$ cat config.mk
export PLATFORM = sky130hd
export DESIGN_NAME = retire_rob_flat
export DESIGN_NICKNAME = d
export VERILOG_FILES = /design/src/rtl/retire_rob_if.sv /design/src/rtl/retire_rob.sv /design/src/flat_wrapper.sv
export SDC_FILE = /design/constraint.sdc
export NUM_CORES = 1
export LEC_CHECK = 0
export ABC_CLOCK_PERIOD_IN_PS = 3950
export CORE_MARGIN = 2
export CORE_UTILIZATION = 55
export DETAILED_ROUTE_END_ITERATION = 10
export HOLD_SLACK_MARGIN = 0.15
export PLACE_DENSITY = 0.76
export SLEW_MARGIN = 40
export SYNTH_ARGS = -nofsm -noshare
export SYNTH_HDL_FRONTEND = slang
export SYNTH_SLANG_ARGS = --single-unit
export TNS_END_PERCENT = 1
$ cat constraint.sdc
create_clock -name CLK -period 3.95 [get_ports CLK]
set_input_delay 0.5925 -clock CLK [delete_from_list [all_inputs] [get_ports CLK]]
set_output_delay 0.5925 -clock CLK [all_outputs]
set_load 0.005 [all_outputs]
$ cat src/rtl/retire_rob_if.sv
// Rename/execute-facing bundle of the retirement buffer: allocation, completion,
// retirement/RRAT update and free-list return.
interface retire_rob_if #(
  parameter int TAGW = 4
);
  logic            flush;
  logic            alloc_valid;
  logic [4:0]      alloc_arch_reg;
  logic [5:0]      alloc_new_phys;
  logic [5:0]      alloc_old_phys;
  logic            alloc_reg_write;
  logic [31:0]     alloc_pc;
  logic [TAGW-1:0] alloc_tag;
  logic            rob_halt;
  logic            cmpl_valid;
  logic [TAGW-1:0] cmpl_tag;
  logic            retire_valid;
  logic [4:0]      retire_arch_reg;
  logic [5:0]      retire_new_phys;
  logic [31:0]     retire_pc;
  logic            rrat_free;
  logic [5:0]      rrat_free_reg;
  logic            empty;
  logic [31:0]     retired_count;

  modport master (
    output flush, alloc_valid, alloc_arch_reg, alloc_new_phys, alloc_old_phys,
           alloc_reg_write, alloc_pc, cmpl_valid, cmpl_tag,
    input  alloc_tag, rob_halt, retire_valid, retire_arch_reg, retire_new_phys,
           retire_pc, rrat_free, rrat_free_reg, empty, retired_count
  );

  modport slave (
    input  flush, alloc_valid, alloc_arch_reg, alloc_new_phys, alloc_old_phys,
           alloc_reg_write, alloc_pc, cmpl_valid, cmpl_tag,
    output alloc_tag, rob_halt, retire_valid, retire_arch_reg, retire_new_phys,
           retire_pc, rrat_free, rrat_free_reg, empty, retired_count
  );
endinterface

$ cat src/rtl/retire_rob.sv
// In-order retirement buffer: allocates from Rename, collects out-of-order
// completions, retires the oldest done entry per cycle into the RRAT/free list.
module retire_rob #(
  parameter int DEPTH = 16,  // power of two, >= 2
  parameter int TAGW  = 4    // log2(DEPTH)
) (
  input  logic      CLK,
  input  logic      RESET,
  retire_rob_if.slave rob
);

  typedef struct packed {
    logic [4:0]  arch;
    logic [5:0]  new_phys;
    logic [5:0]  old_phys;
    logic        reg_write;
    logic [31:0] pc;
  } entry_t;

  entry_t            payload_q [DEPTH];
  entry_t            alloc_entry;
  entry_t            head_entry;

  logic [DEPTH-1:0]  valid_q, valid_d;
  logic [DEPTH-1:0]  done_q, done_d;
  logic [TAGW-1:0]   head_q, head_d;
  logic [TAGW-1:0]   tail_q, tail_d;
  logic [TAGW:0]     count_q, count_d;

  logic              retire_valid_q, retire_valid_d;
  logic [4:0]        retire_arch_reg_q, retire_arch_reg_d;
  logic [5:0]        retire_new_phys_q, retire_new_phys_d;
  logic [31:0]       retire_pc_q, retire_pc_d;
  logic              rrat_free_q, rrat_free_d;
  logic [5:0]        rrat_free_reg_q, rrat_free_reg_d;
  logic [31:0]       retired_count_q, retired_count_d;

  logic              full;
  logic              is_empty;
  logic              do_alloc;
  logic              do_retire;
  logic              cmpl_hit;

  assign alloc_entry = '{arch:      rob.alloc_arch_reg,
                         new_phys:  rob.alloc_new_phys,
                         old_phys:  rob.alloc_old_phys,
                         reg_write: rob.alloc_reg_write,
                         pc:        rob.alloc_pc};
  assign head_entry  = payload_q[head_q];

  // Full/empty come from the current count only, so a retire never unblocks
  // an allocation on the same edge.
  assign full      = (count_q == (TAGW+1)'(DEPTH));
  assign is_empty  = (count_q == '0);
  assign do_alloc  = rob.alloc_valid && !full;
  assign do_retire = valid_q[head_q] && done_q[head_q];
  // The tail slot is never valid while an allocation is accepted, but the
  // explicit guard keeps a same-cycle completion from marking the new entry.
  assign cmpl_hit  = rob.cmpl_valid && valid_q[rob.cmpl_tag] &&
                     !(do_alloc && (rob.cmpl_tag == tail_q));

  assign rob.alloc_tag       = tail_q;
  assign rob.rob_halt        = full;
  assign rob.empty           = is_empty;
  assign rob.retire_valid    = retire_valid_q;
  assign rob.retire_arch_reg = retire_arch_reg_q;
  assign rob.retire_new_phys = retire_new_phys_q;
  assign rob.retire_pc       = retire_pc_q;
  assign rob.rrat_free       = rrat_free_q;
  assign rob.rrat_free_reg   = rrat_free_reg_q;
  assign rob.retired_count   = retired_count_q;

  always_comb begin
    // NOTE: every variable gets a default first so no path leaves it unassigned (no latch).
    valid_d           = valid_q;
    done_d            = done_q;
    head_d            = head_q;
    tail_d            = tail_q;
    count_d           = count_q;
    retire_valid_d    = 1'b0;
    rrat_free_d       = 1'b0;
    retire_arch_reg_d = retire_arch_reg_q;
    retire_new_phys_d = retire_new_phys_q;
    retire_pc_d       = retire_pc_q;
    rrat_free_reg_d   = rrat_free_reg_q;
    retired_count_d   = retired_count_q;

    if (rob.flush) begin
      valid_d = '0;
      done_d  = '0;
      head_d  = '0;
      tail_d  = '0;
      count_d = '0;
    end else begin
      // Completion first, so a retire clearing the head slot wins over it.
      if (cmpl_hit) begin
        done_d[rob.cmpl_tag] = 1'b1;
      end

      if (do_retire) begin
        valid_d[head_q]   = 1'b0;
        done_d[head_q]    = 1'b0;
        head_d            = head_q + TAGW'(1);
        retire_valid_d    = 1'b1;
        retire_arch_reg_d = head_entry.arch;
        retire_new_phys_d = head_entry.new_phys;
        retire_pc_d       = head_entry.pc;
        rrat_free_d       = head_entry.reg_write && (head_entry.arch != 5'd0);
        rrat_free_reg_d   = head_entry.old_phys;
        retired_count_d   = retired_count_q + 32'd1;
      end

      if (do_alloc) begin
        valid_d[tail_q] = 1'b1;
        done_d[tail_q]  = 1'b0;
        tail_d          = tail_q + TAGW'(1);
      end

      count_d = count_q + (TAGW+1)'(do_alloc) - (TAGW+1)'(do_retire);
    end
  end

  // NOTE: sequential state uses non-blocking assignments so all flops update together.
  always_ff @(posedge CLK or negedge RESET) begin
    if (!RESET) begin
      valid_q           <= '0;
      done_q            <= '0;
      head_q            <= '0;
      tail_q            <= '0;
      count_q           <= '0;
      retire_valid_q    <= 1'b0;
      retire_arch_reg_q <= '0;
      retire_new_phys_q <= '0;
      retire_pc_q       <= '0;
      rrat_free_q       <= 1'b0;
      rrat_free_reg_q   <= '0;
      retired_count_q   <= '0;
    end else begin
      valid_q           <= valid_d;
      done_q            <= done_d;
      head_q            <= head_d;
      tail_q            <= tail_d;
      count_q           <= count_d;
      retire_valid_q    <= retire_valid_d;
      retire_arch_reg_q <= retire_arch_reg_d;
      retire_new_phys_q <= retire_new_phys_d;
      retire_pc_q       <= retire_pc_d;
      rrat_free_q       <= rrat_free_d;
      rrat_free_reg_q   <= rrat_free_reg_d;
      retired_count_q   <= retired_count_d;
    end
  end

  // NOTE: payload storage is not reset; valid_q gates every read, so stale data is never used.
  always_ff @(posedge CLK) begin
    if (do_alloc && !rob.flush) begin
      payload_q[tail_q] <= alloc_entry;
    end
  end

endmodule

$ cat src/flat_wrapper.sv
// flat-port wrapper written by rule: the top's interface ports become plain ports
module retire_rob_flat 
#(
  parameter int DEPTH = 16,                       
  parameter int TAGW  = 4                  
)
  (CLK, RESET, rob_flush, rob_alloc_valid, rob_alloc_arch_reg, rob_alloc_new_phys, rob_alloc_old_phys, rob_alloc_reg_write, rob_alloc_pc, rob_cmpl_valid, rob_cmpl_tag, rob_alloc_tag, rob_rob_halt, rob_retire_valid, rob_retire_arch_reg, rob_retire_new_phys, rob_retire_pc, rob_rrat_free, rob_rrat_free_reg, rob_empty, rob_retired_count);
  retire_rob_if #(.TAGW(TAGW)) rob_i ();
  input  logic CLK;
  input  logic RESET;
  input wire logic [$bits(rob_i.flush)-1:0] rob_flush;
  input wire logic [$bits(rob_i.alloc_valid)-1:0] rob_alloc_valid;
  input wire logic [$bits(rob_i.alloc_arch_reg)-1:0] rob_alloc_arch_reg;
  input wire logic [$bits(rob_i.alloc_new_phys)-1:0] rob_alloc_new_phys;
  input wire logic [$bits(rob_i.alloc_old_phys)-1:0] rob_alloc_old_phys;
  input wire logic [$bits(rob_i.alloc_reg_write)-1:0] rob_alloc_reg_write;
  input wire logic [$bits(rob_i.alloc_pc)-1:0] rob_alloc_pc;
  input wire logic [$bits(rob_i.cmpl_valid)-1:0] rob_cmpl_valid;
  input wire logic [$bits(rob_i.cmpl_tag)-1:0] rob_cmpl_tag;
  output wire logic [$bits(rob_i.alloc_tag)-1:0] rob_alloc_tag;
  output wire logic [$bits(rob_i.rob_halt)-1:0] rob_rob_halt;
  output wire logic [$bits(rob_i.retire_valid)-1:0] rob_retire_valid;
  output wire logic [$bits(rob_i.retire_arch_reg)-1:0] rob_retire_arch_reg;
  output wire logic [$bits(rob_i.retire_new_phys)-1:0] rob_retire_new_phys;
  output wire logic [$bits(rob_i.retire_pc)-1:0] rob_retire_pc;
  output wire logic [$bits(rob_i.rrat_free)-1:0] rob_rrat_free;
  output wire logic [$bits(rob_i.rrat_free_reg)-1:0] rob_rrat_free_reg;
  output wire logic [$bits(rob_i.empty)-1:0] rob_empty;
  output wire logic [$bits(rob_i.retired_count)-1:0] rob_retired_count;
  assign rob_i.flush = rob_flush;
  assign rob_i.alloc_valid = rob_alloc_valid;
  assign rob_i.alloc_arch_reg = rob_alloc_arch_reg;
  assign rob_i.alloc_new_phys = rob_alloc_new_phys;
  assign rob_i.alloc_old_phys = rob_alloc_old_phys;
  assign rob_i.alloc_reg_write = rob_alloc_reg_write;
  assign rob_i.alloc_pc = rob_alloc_pc;
  assign rob_i.cmpl_valid = rob_cmpl_valid;
  assign rob_i.cmpl_tag = rob_cmpl_tag;
  assign rob_alloc_tag = rob_i.alloc_tag;
  assign rob_rob_halt = rob_i.rob_halt;
  assign rob_retire_valid = rob_i.retire_valid;
  assign rob_retire_arch_reg = rob_i.retire_arch_reg;
  assign rob_retire_new_phys = rob_i.retire_new_phys;
  assign rob_retire_pc = rob_i.retire_pc;
  assign rob_rrat_free = rob_i.rrat_free;
  assign rob_rrat_free_reg = rob_i.rrat_free_reg;
  assign rob_empty = rob_i.empty;
  assign rob_retired_count = rob_i.retired_count;
  retire_rob #(.DEPTH(DEPTH), .TAGW(TAGW)) u_core (.CLK(CLK), .RESET(RESET), .rob(rob_i));
endmodule
[Word level (Yosys, flattened, before mapping)]
Memories as Yosys holds them, arrays and structs flattened.
Cells that the tools add are included.
Operators by class
  add/sub/neg operators: 5
  $lt $le $gt $ge: 6
  equal/unequal tests: 2
  muxes and demuxes: 33
  bitwise gates (word level): 8
  reduce and logical (&&, ||, !) cells: 18
Operators by type and width (number)
  $mux W16: 10
  $and A16 B16 Y16: 3
  $add A32 B1 Y32 const B: 1
  $not A16 Y16: 2
  $or A16 B16 Y16: 2
  $mux W4: 4
  $lt A4 B5 Y1 const B: 3
  $bmux W1 S4: 3
  $demux W1 S4: 3
  $ge A4 B1 Y1 const B: 3
  $mux W1: 12
  $logic_and A1 B1 Y1: 10
  $add A4 B1 Y4 const B: 2
  $add A5 B1 Y5: 1
  $eq A5 B5 Y1 const B: 1
  $logic_not A5 Y1: 1
  $mux W5: 1
  $reduce_bool A5 Y1: 1
  $sub A5 B1 Y5: 1
  $eq A4 B4 Y1: 1
  $reduce_bool A2 Y1: 2
  $logic_not A1 Y1: 3
  $reduce_and A2 Y1: 1
  $not A1 Y1: 1
Word-level totals
  register bits: 128
  memory bits (writable): 800
  input port bits: 59
  word-level logic and storage cells: 85
  memories: 1
Memories
  u_core.payload_q: depth 16, bits a word 50, rd ports 1, clocked after memory_dff 0, write ports 1, RTL line retire_rob.sv:20  | entry_t payload_q [DEPTH];

[Logic depth before layout (Yosys ltp)]
  depth after elaboration: 14
  gate-level depth with buffers: 17
  depth with buffers taken out: 14

[Worst setup path before layout]
OpenSTA, ideal clock, no wires.
  kind: flip-flop to flip-flop
  start: reg u_core.count_q[2]
  end: mem u_core.payload_q[15][0] (netlist bit) (enable)
  setup time: 0.459 ns
  arrival time: 3.675 ns
  required time: 3.491 ns
  slack: -0.185 ns
  stages on the path, launching flop included: 9
  cell sequence: dfrtp_1 > inv_1 > ha_1 > and4bb_1 > nor2b_1 > clkbuf_1 > buf_2 > nand2_1 > nor2_1
Between the ends
  longest elaborated chain between the ends: 6
RTL lines
  from (decl): RTL line retire_rob.sv:28  | logic [TAGW:0] count_q, count_d;
  from (signal assigned): RTL line retire_rob.sv:143  | count_q <= count_d;
  $eq A5 B5 Y1: RTL line retire_rob.sv:53  | assign full = (count_q == (TAGW+1)'(DEPTH));
  via rob_rob_halt: RTL line flat_wrapper.sv:21  | output wire logic [$bits(rob_i.rob_halt)-1:0] rob_rob_halt;
  $logic_not A1 Y1: RTL line retire_rob.sv:55  | assign do_alloc = rob.alloc_valid && !full;
  $logic_and A1 B1 Y1: RTL line retire_rob.sv:55
  $logic_and A1 B1 Y1: RTL line retire_rob.sv:156  | if (do_alloc && !rob.flush) begin
  $mux W1: RTL line retire_rob.sv:156
  $mux W1 (implied by the code): RTL line retire_rob.sv:157  | payload_q[tail_q] <= alloc_entry;
  to (decl): RTL line retire_rob.sv:20
The timed path passes the listed nets, and every way through them passes these cells.

[Final worst setup path]
  start: reg u_core.head_q[0]
  end: reg u_core.count_q[4]
Between the ends
  longest elaborated chain between the ends: 5
RTL lines
  from (decl): RTL line retire_rob.sv:26  | logic [TAGW-1:0] head_q, head_d;
  from (signal assigned): RTL line retire_rob.sv:128  | head_q <= '0;
  from (signal assigned): RTL line retire_rob.sv:141  | head_q <= head_d;
  $bmux W1 S4: RTL line retire_rob.sv:56  | assign do_retire = valid_q[head_q] && done_q[head_q];
  $mux W1 (implied by the code): RTL line retire_rob.sv:56
  $logic_and A1 B1 Y1 (*): RTL line retire_rob.sv:56
  $sub A5 B1 Y5 (*): RTL line retire_rob.sv:119  | count_d = count_q + (TAGW+1)'(do_alloc) - (TAGW+1)'(do_retire);
  $mux W5 (*): RTL line retire_rob.sv:88  | if (rob.flush) begin
  via u_core.count_d[4]: RTL line retire_rob.sv:28
Mark *: on every way through the listed nets, which the timed path passes. The rest lies on a longest branch. The select of a mux whose other input is x is not followed.
A chain may end at the register's enable or synchronous reset.

==> metrics.cfg <==
[clock_tree]
cts.sinks = 928
worstSkewPairLatency_ns = 0.64
clk_path_buf_depth = 3
cts_tree = done
cts_resized = 0
numCtsBuffers = 90
clockRootBuffer = clkbuf_16
htreeDepth = 3
path_clk_slew_ns = 0.06

[setup_path]
startpoint_type = flip-flop
critPathRequiredTime_ns = 4.44
cp-end-kind = flip-flop
timing.rr.start = u_core.head_q[0]$_DFFE_PN0P_
critPathMaxFanout = 17
crit_type = reg -> reg
startpoint = u_core.head_q[0]$_DFFE_PN0P_
crit_arrival_ns = 3.47

[synthesis]
ys_ff_latch = 928
syn_inst = 1668
synth_edf_count = 800
synth_most_common_cell = edfxtp_1
ys_top_cells_by_area = edfxtp_1, mux4_2, dfrtp_1, mux2_2, xnor2_1
synth_warnings = 0
synth.largest_area_cell = edfxtp_1
synth_seq_area_share_pct = 75.2
netlist-cell-type-count = 54
synth_ff_type = edfxtp_1
syn_avg_cell_area_um2 = 21.7
async_flop_share_pct = 13.8
netlist_area_um2 = 36200
synth_nets = 1743
yosys-top-cells-count = edfxtp_1, mux4_2, dfrtp_1
synth_top_area_share_pct = 66.4

[grt]
grt_use_met3_pct = 5.18
met2_usage_pct = 41.4
busiest_layer = met2
grt_max_degree = 114
grt_pass1_vias = 18800
grt_use_met1_pct = 33.9
grt_usage_pct = 25.2
grt_antenna_before_repair = 6
grt_pass1_wl_um = 123000
grt_overflow = 0

[drt]
viasPerCell = 6.46
drc_errors = 0
dr_total_vias = 18200
drt_iter0_drc = 2329
routed_wl_um = 83300
wire_per_inst_um = 29.6
ant_nets = 0
drt_first_pass_iters = 8

[placed_design]
dpl_cell_area_um2 = 39000
place_congestion = 0.892
dp_slack_ns = 0.953
post-dp-hpwl_um = 42600
portBuffers = 147

[power]
leakage_nw = 13.7
p_int_mw = 16.1
p_sw_mw = 4.17
ir_worst_vdd_mv = 0.367
power.density_nw_per_um2 = 483
p_sw_share_pct = 20.6
p_total_mw = 20.3
comb_power_share_pct = 4.0
p_seq_share_pct = 53.8
clockPowerShare_pct = 42.2

[cells_and_area]
final_util_pct = 64.2
final_cell_area_um2 = 42000
largest_reg_flops = 800
fill_cells = 4147
drive_gt1_share_pct = 26.1
fin_nets = 1944
top_register = u_core.payload_q
area_delta_synth_final_pct = 16.2

[floorplanning]
ioPinCount = 148
rows = 94
fp.dieH_um = 261
die_w_um = 261
die_area_um2 = 67900
core_area_um2 = 65500
start_util_pct = 55.2

[timing]
finalSetupViolations = 0
slew_headroom_pct = 44.1
tightest_slew_ns = 0.838
fin_crit_sh_pct = 75.5
final-hold-violation-count = 0
rsz0062_at_grt = false
fin_crit_ns = 2.98
hold_slack_ns = 0.491
skew_ns = 0.0206
finalWorstSetupSlack_ns = 0.967
max_freq_ghz = 0.335
slew_violations = 0

[outcome]
outcome = complete, no violations

[hold_path]
holdCritPathClass = reg -> reg
hold_start = u_core.rob.retired_count[31]$_DFFE_PN0P_

[job]
drv_cap = 0

## through the flow
| stage | TNS [ns] | instances |
|---|---|---|
| after floorplan | -67.70 | 1668 |
| after global placement | 0 | 2639 |
| after detailed placement | 0 | 2640 |
| after CTS | 0 | 2810 |
| after global routing | 0 | 2812 |
| final | 0 | 2813 |
## power groups by stage
| stage | Sequential [mW] | Combinational, mW | Clock [mW] |
|---|---|---|---|
| 2_1_floorplan | 11.1 | 0.365 | 0 |
| 3_3_place_gp | 11.1 | 0.782 | 0 |
| 3_5_place_dp | 11.1 | 0.812 | 0 |
| 4_1_cts | 10.9 | 0.822 | 8.67 |
| 5_1_grt | 10.9 | 0.888 | 9.00 |
| 6_report | 10.9 | 0.812 | 8.56 |
## kinds of logic (layout without fill, tap and decap cells)
| family | count (synthesis) | count (layout) | synth area share (%) |
|---|---|---|---|
| AO/OA/AOI/OAI | 106 | 106 | 1.89 |
| XOR/XNOR | 40 | 40 | 0.968 |
| adder cells (fa/ha/maj) | 16 | 16 | 0.574 |
| buffers and inverters | 100 | 378 | 1.44 |
| flip-flops | 928 | 928 | 75.2 |
| multiplexers | 306 | 306 | 17.4 |
| other | 0 | 3 | 0 |
| AND/OR/NAND/NOR | 172 | 172 | 2.52 |
## critical path, stage by stage, from the launching register on
cell     delay (ns)
dfrtp_4        0.64
mux4_2         0.56
o22ai_2        0.19
or2_1          0.12
ha_1           0.22
inv_1          0.05
ha_1           0.15
inv_1          0.06
fa_1           0.42
inv_1          0.07
a21oi_1        0.06
nor2_1         0.11
or3_1          0.12
a21oi_1        0.06
## layout make-up
| cell class | count | area (µm²) | area share, % |
|---|---|---|---|
| antenna | 3 | 7.51 | 0.0179 |
| clock buffer | 121 | 2510 | 5.98 |
| clock inverter | 48 | 459 | 1.09 |
| inverter | 18 | 67.6 | 0.161 |
| multi-input combinational | 640 | 8600 | 20.4 |
| sequential | 928 | 27200 | 64.8 |
| tap | 864 | 1080 | 2.57 |
| timing repair buffer | 191 | 2080 | 4.95 |
## placed cells by master, fill, tap and decap left out, types with 7 or more instances in the layout
master           instances
clkdlybuf4s50_1        145
nand3_1                 12
mux2_1                   7
clkbuf_8                 8
nor3b_1                 14
dfrtp_1                124
nor2b_1                 13
nor2_1                  24
nor2_4                  16
o21ai_1                 22
nor3_1                  14
nand4_1                  7
xnor2_1                 33
clkinv_1                13
ha_1                    15
buf_4                   20
a21o_1                  17
clkbuf_16               93
clkbuf_1                20
inv_1                   15
buf_12                  20
mux4_2                 253
edfxtp_1               800
a31oi_1                 13
a22oi_1                  8
and3_1                   8
bufinv_16                7
mux2_2                  44
clkinv_2                19
xor2_1                   7
a21oi_1                 20
nand2_1                 33
## final timing paths
| check | to | slack, ns | cells past startpoint |
|---|---|---|---|
| min | u_core.rob.retired_count[31]$_DFFE_PN0P_ | 0.49 | 1 |
| min reg2reg | u_core.rob.retired_count[31]$_DFFE_PN0P_ | 0.49 | 1 |
| max in group asynchronous | u_core.rob.retire_pc[31]$_DFFE_PN0P_ | 2.72 | 3 |
| min in group asynchronous | u_core.rob.rrat_free_reg[4]$_DFFE_PN0P_ | 0.51 | 2 |
| max reg2reg | u_core.count_q[4]$_DFF_PN0_ | 0.97 | 13 |
| max | u_core.count_q[4]$_DFF_PN0_ | 0.97 | 13 |
## routing by layer
| layer | share of wire, % | vias up |
|---|---|---|
| li1 | - | 7338 |
| met1 | 38 | 9570 |
| met2 | 51 | 1062 |
| met3 | 8.2 | 184 |
| met4 | 2.7 | 8 |
| met5 | 0.067 | - |
## timing repair
| action | 4_1_cts | 5_1_grt |
|---|---|---|
| buffers inserted | 0 | 0 |
| endpoints found under the hold margin | 56 | 0 |
| hold buffers | 1 | 0 |
(Power assumes the default switching activity.)
